<file path="src/rtl/logic_op_pkg.sv">
// Shared types for the logic-op arbiter: opcode encoding and FSM states.
package logic_op_pkg;

  typedef enum logic [1:0] {
    OP_AND  = 2'b00,
    OP_OR   = 2'b01,
    OP_XOR  = 2'b10,
    OP_NAND = 2'b11
  } op_e;

  typedef enum logic [1:0] {
    IDLE = 2'b00,
    EXEC = 2'b01,
    RESP = 2'b10
  } state_e;

endpackage

</file>
<file path="src/rtl/logic_unit.sv">
// Shared combinational bitwise datapath: AND, OR, XOR, NAND on WIDTH-bit operands.
module logic_unit
  import logic_op_pkg::*;
#(
  parameter int unsigned WIDTH = 4
) (
  input  logic [WIDTH-1:0] a,
  input  logic [WIDTH-1:0] b,
  input  op_e              op,
  output logic [WIDTH-1:0] y
);

  always_comb begin
    y = '0;
    unique case (op)
      OP_AND:  y = a & b;
      OP_OR:   y = a | b;
      OP_XOR:  y = a ^ b;
      OP_NAND: y = ~(a & b);
      default: y = '0;
    endcase
  end

endmodule

</file>
<file path="src/rtl/logic_op_arbiter.sv">
// Round-robin arbiter sharing one logic_unit among NUM_REQ requesters;
// one transaction in flight at a time, result returned over a valid/ready channel.
module logic_op_arbiter
  import logic_op_pkg::*;
#(
  parameter int unsigned NUM_REQ = 4,
  parameter int unsigned WIDTH   = 4
) (
  input  logic                               clk,
  input  logic                               rst_n,
  input  logic [NUM_REQ-1:0]                 req_valid,
  output logic [NUM_REQ-1:0]                 req_ready,
  input  logic [NUM_REQ-1:0][WIDTH-1:0]      req_a,
  input  logic [NUM_REQ-1:0][WIDTH-1:0]      req_b,
  input  logic [NUM_REQ-1:0][1:0]            req_op,
  output logic                               rsp_valid,
  input  logic                               rsp_ready,
  output logic [$clog2(NUM_REQ)-1:0]         rsp_id,
  output logic [WIDTH-1:0]                   rsp_y
);

  localparam int unsigned IdW = $clog2(NUM_REQ);

  state_e           state_q, state_d;
  logic [IdW-1:0]   rr_ptr_q, rr_ptr_d;
  logic [IdW-1:0]   win_id;
  logic             found;
  logic             accept;
  logic [IdW-1:0]   id_q;
  logic [WIDTH-1:0] a_q, b_q, y_q;
  logic [WIDTH-1:0] unit_y;
  op_e              op_q;

  // Cyclic search starting at rr_ptr; first valid requester wins.
  always_comb begin
    int unsigned idx;
    found  = 1'b0;
    win_id = '0;
    idx    = 0;
    for (int unsigned k = 0; k < NUM_REQ; k++) begin
      idx = 32'(rr_ptr_q) + k;
      if (idx >= NUM_REQ) idx = idx - NUM_REQ;
      if (!found && req_valid[IdW'(idx)]) begin
        found  = 1'b1;
        win_id = IdW'(idx);
      end
    end
  end

  assign accept = (state_q == IDLE) && found;

  always_comb begin
    req_ready = '0;
    if (accept) req_ready[win_id] = 1'b1;
  end

  always_comb begin
    rr_ptr_d = rr_ptr_q;
    if (accept) begin
      rr_ptr_d = (win_id == IdW'(NUM_REQ - 1)) ? '0 : win_id + 1'b1;
    end
  end

  always_comb begin
    state_d = state_q;
    unique case (state_q)
      IDLE:    if (accept) state_d = EXEC;
      EXEC:    state_d = RESP;
      RESP:    if (rsp_ready) state_d = IDLE;
      default: state_d = IDLE;
    endcase
  end

  logic_unit #(
    .WIDTH(WIDTH)
  ) u_logic_unit (
    .a (a_q),
    .b (b_q),
    .op(op_q),
    .y (unit_y)
  );

  always_ff @(posedge clk or negedge rst_n) begin
    if (!rst_n) begin
      state_q  <= IDLE;
      rr_ptr_q <= '0;
      id_q     <= '0;
      a_q      <= '0;
      b_q      <= '0;
      op_q     <= OP_AND;
      y_q      <= '0;
    end else begin
      state_q  <= state_d;
      rr_ptr_q <= rr_ptr_d;
      if (accept) begin
        id_q <= win_id;
        a_q  <= req_a[win_id];
        b_q  <= req_b[win_id];
        op_q <= op_e'(req_op[win_id]);
      end
      if (state_q == EXEC) y_q <= unit_y;
    end
  end

  assign rsp_valid = (state_q == RESP);
  assign rsp_id    = id_q;
  assign rsp_y     = y_q;

endmodule
</file>
<file path="config.mk">
export PLATFORM = sky130hd
export DESIGN_NAME = logic_op_arbiter
export DESIGN_NICKNAME = d
export VERILOG_FILES = /design/src/rtl/logic_op_pkg.sv /design/src/rtl/logic_unit.sv /design/src/rtl/logic_op_arbiter.sv
export SDC_FILE = /design/constraint.sdc
export NUM_CORES = 1
export LEC_CHECK = 0
export CAP_MARGIN = 10
export CORE_MARGIN = 5
export CORE_UTILIZATION = 34
export DETAILED_ROUTE_END_ITERATION = 16
export PLACE_DENSITY = 0.64
export SETUP_SLACK_MARGIN = 0.2
export SYNTH_ARGS = -nofsm -noshare
export SYNTH_HDL_FRONTEND = slang
export SYNTH_SLANG_ARGS = --single-unit
</file>
<file path="constraint.sdc">
create_clock -name clk -period 2.6 [get_ports clk]
set_clock_uncertainty 0.05 [all_clocks]
set_input_delay 0.78 -clock clk [delete_from_list [all_inputs] [get_ports clk]]
set_output_delay 0.78 -clock clk [all_outputs]
set_load 0.02 [all_outputs]
</file>
==> results by group, run 1 <==
Worst hold path
  – Worst hold stages: 2
  – Hold WC Path Type: reg -> reg

Setup path
  – Setup crit start: req_valid[1]
  – Crit path to: req_ready[3]
  – WS Path Type: in -> out
  – Worst r2r src: rr_ptr_q[1]
  – Max stage delay cell, worst path: mux2_4
  – Top cell family by delay on the critical path: multiplexers
  – Crit path DAT: 1.78 ns
  – Worst r2r dst: op_q[1]
  – Worst reg2reg path depth: 6
  – WP data required: 1.77 ns
  – Worst Setup End Kind: output port
  – CP Buf/Inv Count: 2
  – Critical Path Start Type: input port
  – Levels on crit path: 6
  – Slowest Stage Delay on Critical Path: 0.27 ns
  – Worst path cell trace: buf_8 > mux2_4 > o221ai_4 > nand2b_4 > nor2_4 > buf_6
  – CP max FO: 5
  – R2R setup slack: 0.56 ns

Floorplanning
  – Core area: 4060 µm²
  – Die area: 5620 µm²
  – Chip Height: 75.0 µm
  – Ports: 58
  – Die width: 75.0 µm
  – FP Rows: 23
  – Initial Util: 0.354

Yosys
  – Post-synthesis mux area share: 0.157
  – Post-Syn Area per Cell: 9.03 µm²
  – Main combinational cell family by area after synthesis: compound AO/OA/AOI/OAI gates
  – Sequential area share after synthesis: 0.348
  – Mapped Area: 1440 µm²
  – #FFs+latches synth: 20
  – Synth Area in Compound Gates: 0.187
  – Cells after Synth: 159
  – Post-synthesis adder-cell area fraction: 0.0697
  – Post-Synth XOR/XNOR Area: 0.00610
  – Syn_nets: 214
  – Yosys warning count: 0
  – Simple-gate share of the synthesized area: 0.151
  – Yosys cell types: 28

Place
  – Detail Placement HPWL: 3030 µm
  – Area post-placement: 2100 µm²
  – IO Port Bufs: 57
  – RePlAce Congestion: 0.904

CTS
  – H-tree Lvls: 1
  – Clk root buf: clkbuf_8
  – Num Clock Sinks: 20
  – Clk pin slew, worst setup/hold paths: 0.08 ns
  – CTS tree: built
  – CTS hold repair buffers: 0
  – Clk_lat worst skew: 0.26 ns
  – CTS buffer count: 3
  – CTS max path bufs: 2

Route
  – DRT met1 WL: 1640 µm
  – Top Metal Used: met4
  – WL met2: 1880 µm
  – # DRC: 0
  – Vias per cell: 4.98
  – DR WL/cell: 14.2 µm
  – Via count: 1,344
  – Detailed Route Iter0 Violations: 43
  – Final ANT Viol Nets: 0
  – Routed met3 length: 268 µm
  – TritonRoute pass-1 iters: 4
  – Final wirelength: 3820 µm

Global route
  – Gr usage total: 0.148
  – Largest net degree at the start of global routing: 37
  – Initial antenna violation count: 0
  – Vias in the first global route: 1,399
  – Global route overflow: 0
  – First-pass GRT wire length: 6400 µm

Layout
  – Layout cells sized above 1: 0.159
  – Fill cells: 353
  – Area Overhead vs Synth: 53.8%
  – Antenna diodes: 0
  – Fin area: 2210 µm²
  – Post-layout nets: 276
  – Post-route core utilization: 0.545

Outcome
  – Failing checks: negative setup slack
  – Outcome: finished, violations left

STA
  – Achievable Freq: 0.383 GHz
  – Min cycle time layout: 2.61 ns
  – Worst slew margin: 0.698
  – Max-slew violation count: 0
  – Final setup margin: -0.0132 ns
  – Finish-stage setup viols: 2
  – Final hold violations: 0
  – RSZ-0062 raised after global routing: yes
  – Least-Margin Pin Slew: 0.453 ns
  – Tcrit/Tclk final: 1.01

Job
  – Max_cap viols: 0

Pwr
  – Maximum vdd drop: 0.632 mV
  – Leak Pwr: 1.05 nW
  – Total power: 0.00228 W
  – Power per cell area: 1030 nW/µm²
[power by group]
group | switching [W] | total (W) | internal [W] | leakage, nW
logic | 0.000670 | 0.00133 | 0.000664 | 0.765
registers | 0.000164 | 0.000631 | 0.000467 | 0.246
clock network | 0.000109 | 0.000314 | 0.000205 | 0.0357
[cell usage in the layout, fill, tap and decap left out, types with 2 or more instances in the layout]
master            n
a211o_1          10
ha_1              8
dfrtp_1          20
clkdlybuf4s50_1  49
a21oi_1           8
nor2_1            6
and3_4            2
nand2b_1          2
clkbuf_8          3
a211oi_1          3
nand2_1           9
buf_4            11
buf_2             2
nor2_4            2
nor3_1           20
o21ai_0           9
inv_1            13
mux2i_1          21
buf_6             5
[worst min-delay path by stage]
stage | from | end
floorplan | rst_n | a_q[0]
global placement | rsp_y[3] | rsp_y[3]
detailed placement | rsp_y[2] | rsp_y[2]
CTS | rsp_y[2] | rsp_y[2]
global route | rsp_y[1] | rsp_y[1]
finish | rsp_y[1] | rsp_y[1]
[cell usage after synthesis]
cell      count  share of area
mux2_4        1          0.010
o21ai_1       1         0.0035
a21o_1        1         0.0052
a21oi_1       9          0.031
buf_8         1          0.010
o22a_1        1         0.0061
a21boi_1      2          0.010
xnor2_1       1         0.0061
nand2_1       9          0.024
nand2b_1      3          0.013
mux2i_1      21           0.15
a211oi_1      3          0.016
buf_2         3          0.010
clkbuf_1      6          0.016
ha_1          8          0.070
o221ai_4      1          0.018
inv_1        14          0.037
dfrtp_1      20           0.35
nor4_1        1         0.0044
a211o_1      10          0.061
buf_6         1         0.0078
or3b_1        1         0.0061
nor2_1        8          0.021
and3_1        2         0.0087
o22ai_1       1         0.0044
o21ai_0       9          0.031
nor3_1       20          0.070
or3_1         1         0.0044
[cell families after synthesis]
| family | count (synthesis) |
|---|---|
| buffers and inverters | 25 |
| muxes | 22 |
| DFF | 20 |
| adders and majority gates | 8 |
| AOI/OAI and AO/OA | 38 |
| xor gates and xnor gates | 1 |
| and+or+nand+nor | 45 |
[registers in the layout, indices dropped and copies added (netlist names)]
| signal | cells |
|---|---|
| b_q | 4 |
| rsp_y | 4 |
| rsp_id | 2 |
| rr_ptr_q | 2 |
| op_q | 2 |
| a_q | 4 |
| state_q | 2 |
[per-layer routing]
layer  GRT usage  vias to the layer above
met3      0.0334                        4
met2       0.257                       44
met1       0.182                      607
met4      0.0395                        0
met5           0                        -
li1            -                      689
[metrics by stage]
stage	cells	hold WS (ns)	TNS, ns	worst slack, ns
floorplan	159	0.434	-0.0370	-0.0142
global placement	264	0.411	-5.50	-0.874
detailed placement	264	0.421	-6.24	-0.924
CTS	269	0.439	-0.0158	-0.0158
global route	270	0.462	-0.0852	-0.0498
finish	270	0.431	-0.0141	-0.0132
[tightest hold or removal path: stages (launching register included)]
cell and delay, ns:
dfrtp_1 0.35, nand2_1 0.04, o21ai_0 0.06
[repair_timing]
item,CTS,global route
endpoints found under the hold margin,0,0
resized for setup,51,1
setup buffers,1,1
setup endpoints to repair,14,4
pin swaps,3,1
[final cells by class]
| cell class | instances | area [µm²] | area share |
|---|---|---|---|
| timing repair buffer | 68 | 654 | 0.296 |
| sequential | 20 | 500 | 0.227 |
| inverter | 14 | 52.6 | 0.0238 |
| clock buffer | 3 | 41.3 | 0.0187 |
| tap | 50 | 62.6 | 0.0283 |
| clock inverter | 1 | 30.0 | 0.0136 |
| multi-input combinational | 114 | 868 | 0.393 |
Note: power is estimated with default switching activity, not from simulation.
==> run 2, diff against run 1 <==
--- a/config.mk
+++ b/config.mk
@@ -14,3 +14,4 @@
 export SYNTH_ARGS = -nofsm -noshare
 export SYNTH_HDL_FRONTEND = slang
 export SYNTH_SLANG_ARGS = --single-unit
+export TNS_END_PERCENT = 20
==> constraint.sdc (replaced) <==
create_clock -name clk -period 3.4 [get_ports clk]
set_clock_uncertainty 0.05 [all_clocks]
set_input_delay 1.02 -clock clk [delete_from_list [all_inputs] [get_ports clk]]
set_output_delay 1.02 -clock clk [all_outputs]
set_load 0.02 [all_outputs]
==> results by group, run 2 (synthesis results as in run 1) <==
Outcome
  – Outcome: completed

Setup path
  – Worst r2r src: rr_ptr_q[1]
  – Slowest Stage Delay on Critical Path: 0.35 ns
  – Critical Path Start Type: input port
  – Max stage delay cell, worst path: or3_1
  – Crit path DAT: 2.09 ns
  – Worst path cell trace: clkdlybuf4s15_1 > nor4_2 > or3_1 > inv_2 > and3_1 > buf_2
  – WS Path Type: in -> out
  – CP max FO: 4
  – R2R setup slack: 1.23 ns
  – CP Buf/Inv Count: 3
  – Top cell family by delay on the critical path: simple AND/OR/NAND/NOR gates
  – Worst reg2reg path depth: 7
  – Worst Setup End Kind: output port
  – Worst r2r dst: op_q[1]
  – WP data required: 2.33 ns

Pwr
  – Logic pwr share: 0.603
  – Clk pwr share: 0.109
  – Leak Pwr: 1.05 nW
  – Maximum vdd drop: 0.430 mV
  – Sw Ratio: 0.424
  – Total power: 0.00168 W
  – Power per cell area: 766 nW/µm²
  – P_sw: 0.000713 W
  – Sequential share of power: 0.288
  – Pint: 0.000969 W

Floorplanning
  – Chip Height: 75.0 µm
  – Initial Util: 0.354
  – FP Rows: 23
  – Core area: 4060 µm²
  – Die width: 75.0 µm
  – Die area: 5620 µm²
  – Ports: 58

Route
  – Routed met3 length: 231 µm
  – Top Metal Used: met4
  – DRT met1 WL: 1670 µm
  – WL met2: 1850 µm
  – Detailed Route Iter0 Violations: 22
  – Via count: 1,340
  – Final wirelength: 3800 µm
  – Vias per cell: 4.91
  – # DRC: 0
  – DR WL/cell: 13.9 µm
  – TritonRoute pass-1 iters: 4
  – Final ANT Viol Nets: 0

CTS
  – CTS max path bufs: 2
  – H-tree Lvls: 1
  – CTS buffer count: 3
  – Clk pin slew, worst setup/hold paths: 0.07 ns
  – Clk root buf: clkbuf_8
  – CTS tree: built
  – Clk_lat worst skew: 0.26 ns
  – Num Clock Sinks: 20

STA
  – Finish-stage setup viols: 0
  – Tcrit/Tclk final: 0.928
  – Min cycle time layout: 3.16 ns
  – Max-slew violation count: 0
  – Worst slew margin: 0.708
  – Final setup margin: 0.244 ns
  – Least-Margin Pin Slew: 0.438 ns
  – Achievable Freq: 0.317 GHz
  – Final hold violations: 0
  – RSZ-0062 raised after global routing: no
  – Hold Worst Slack: 0.430 ns
  – Final setup TNS: 0 ns

Job
  – Max_cap viols: 0

Layout
  – Fill cells: 384
  – Most frequent cells in the layout: clkdlybuf4s50_1, mux2i_1, nor3_1, dfrtp_1, buf_4
  – Multi-input gate area: 865 µm²
  – Post-route core utilization: 0.541
  – Post-layout nets: 279
  – Most common cell after layout, fill and taps aside: clkdlybuf4s50_1
  – Area Overhead vs Synth: 52.9%
  – Register cell area after layout: 500 µm²
  – Layout cells sized above 1: 0.161
  – Antenna diodes: 0

Worst hold path
  – Hold endpoint: rsp_y[1]
  – Min-delay src: rsp_y[1]
  – Worst hold stages: 2
  – Hold WC Path Type: reg -> reg

Global route
  – Gr usage total: 0.150
  – Initial antenna violation count: 0
  – First-pass GRT wire length: 6370 µm
  – Vias in the first global route: 1,384
  – Largest net degree at the start of global routing: 37
  – Global route overflow: 0

Place
  – Detail Placement HPWL: 3010 µm
  – Pre-CTS setup slack: -0.679 ns
  – IO Port Bufs: 57
  – RePlAce Congestion: 0.856
## run 2: power by group through the flow
stage / registers, W / clock network (W) / logic (W)
6_report: 0.000485 / 0.000183 / 0.00101
3_3_place_gp: 0.000478 / 0 / 0.000923
2_1_floorplan: 0.000472 / 0 / 0.000667
3_5_place_dp: 0.000487 / 0 / 0.000958
5_1_grt: 0.000505 / 0.000208 / 0.00113
4_1_cts: 0.000485 / 0.000193 / 0.00102
## run 2: repair_timing
item / in CTS / in global routing
hold buffers: 0 / 0
cloned: 0 / 0
endpoints found under the setup margin: 4 / 4
gates resized for setup: 38 / 6
pin swaps: 4 / 3
setup buffers: 5 / 0
## run 2: metrics by stage
step / cells / cell area, µm²
floorplan: 159 / 1440
global placement: 264 / 2070
detailed placement: 264 / 2070
CTS: 273 / 2180
global route: 273 / 2200
finish: 273 / 2200
## run 2: worst register-to-register path: stages, from the launching register on
cell and delay, ns:
dfrtp_1 0.51, mux2_4 0.35, o221ai_4 0.23, buf_4 0.15, buf_4 0.20, mux2i_1 0.25
nor3_1 0.07, a211o_1 0.27
## run 2: worst max path at each step
| stage | cells after the start | slack, ns | startpoint | end |
|---|---|---|---|---|
| final | 6 | 0.24 | req_valid[3] | req_ready[0] |
| after global routing | 6 | 0.19 | req_valid[0] | req_ready[2] |
| after CTS | 6 | 0.21 | req_valid[2] | req_ready[0] |
| after detailed placement | 6 | -0.68 | req_valid[1] | req_ready[1] |
| after global placement | 6 | -0.56 | req_valid[1] | req_ready[3] |
| after floorplan | 5 | 0.23 | req_valid[1] | req_ready[1] |
## run 2: layout make-up
type / instances / area share
sequential: 20 / 0.228
clock buffer: 4 / 0.0251
timing repair buffer: 71 / 0.301
tap: 50 / 0.0285
multi-input combinational: 114 / 0.394
inverter: 14 / 0.0239
## run 2: layer usage
| layer | track usage | vias up |
|---|---|---|
| met5 | 0 | - |
| met4 | 0.0573 | 0 |
| met3 | 0.0374 | 4 |
| met2 | 0.259 | 41 |
| met1 | 0.180 | 596 |
| li1 | - | 699 |
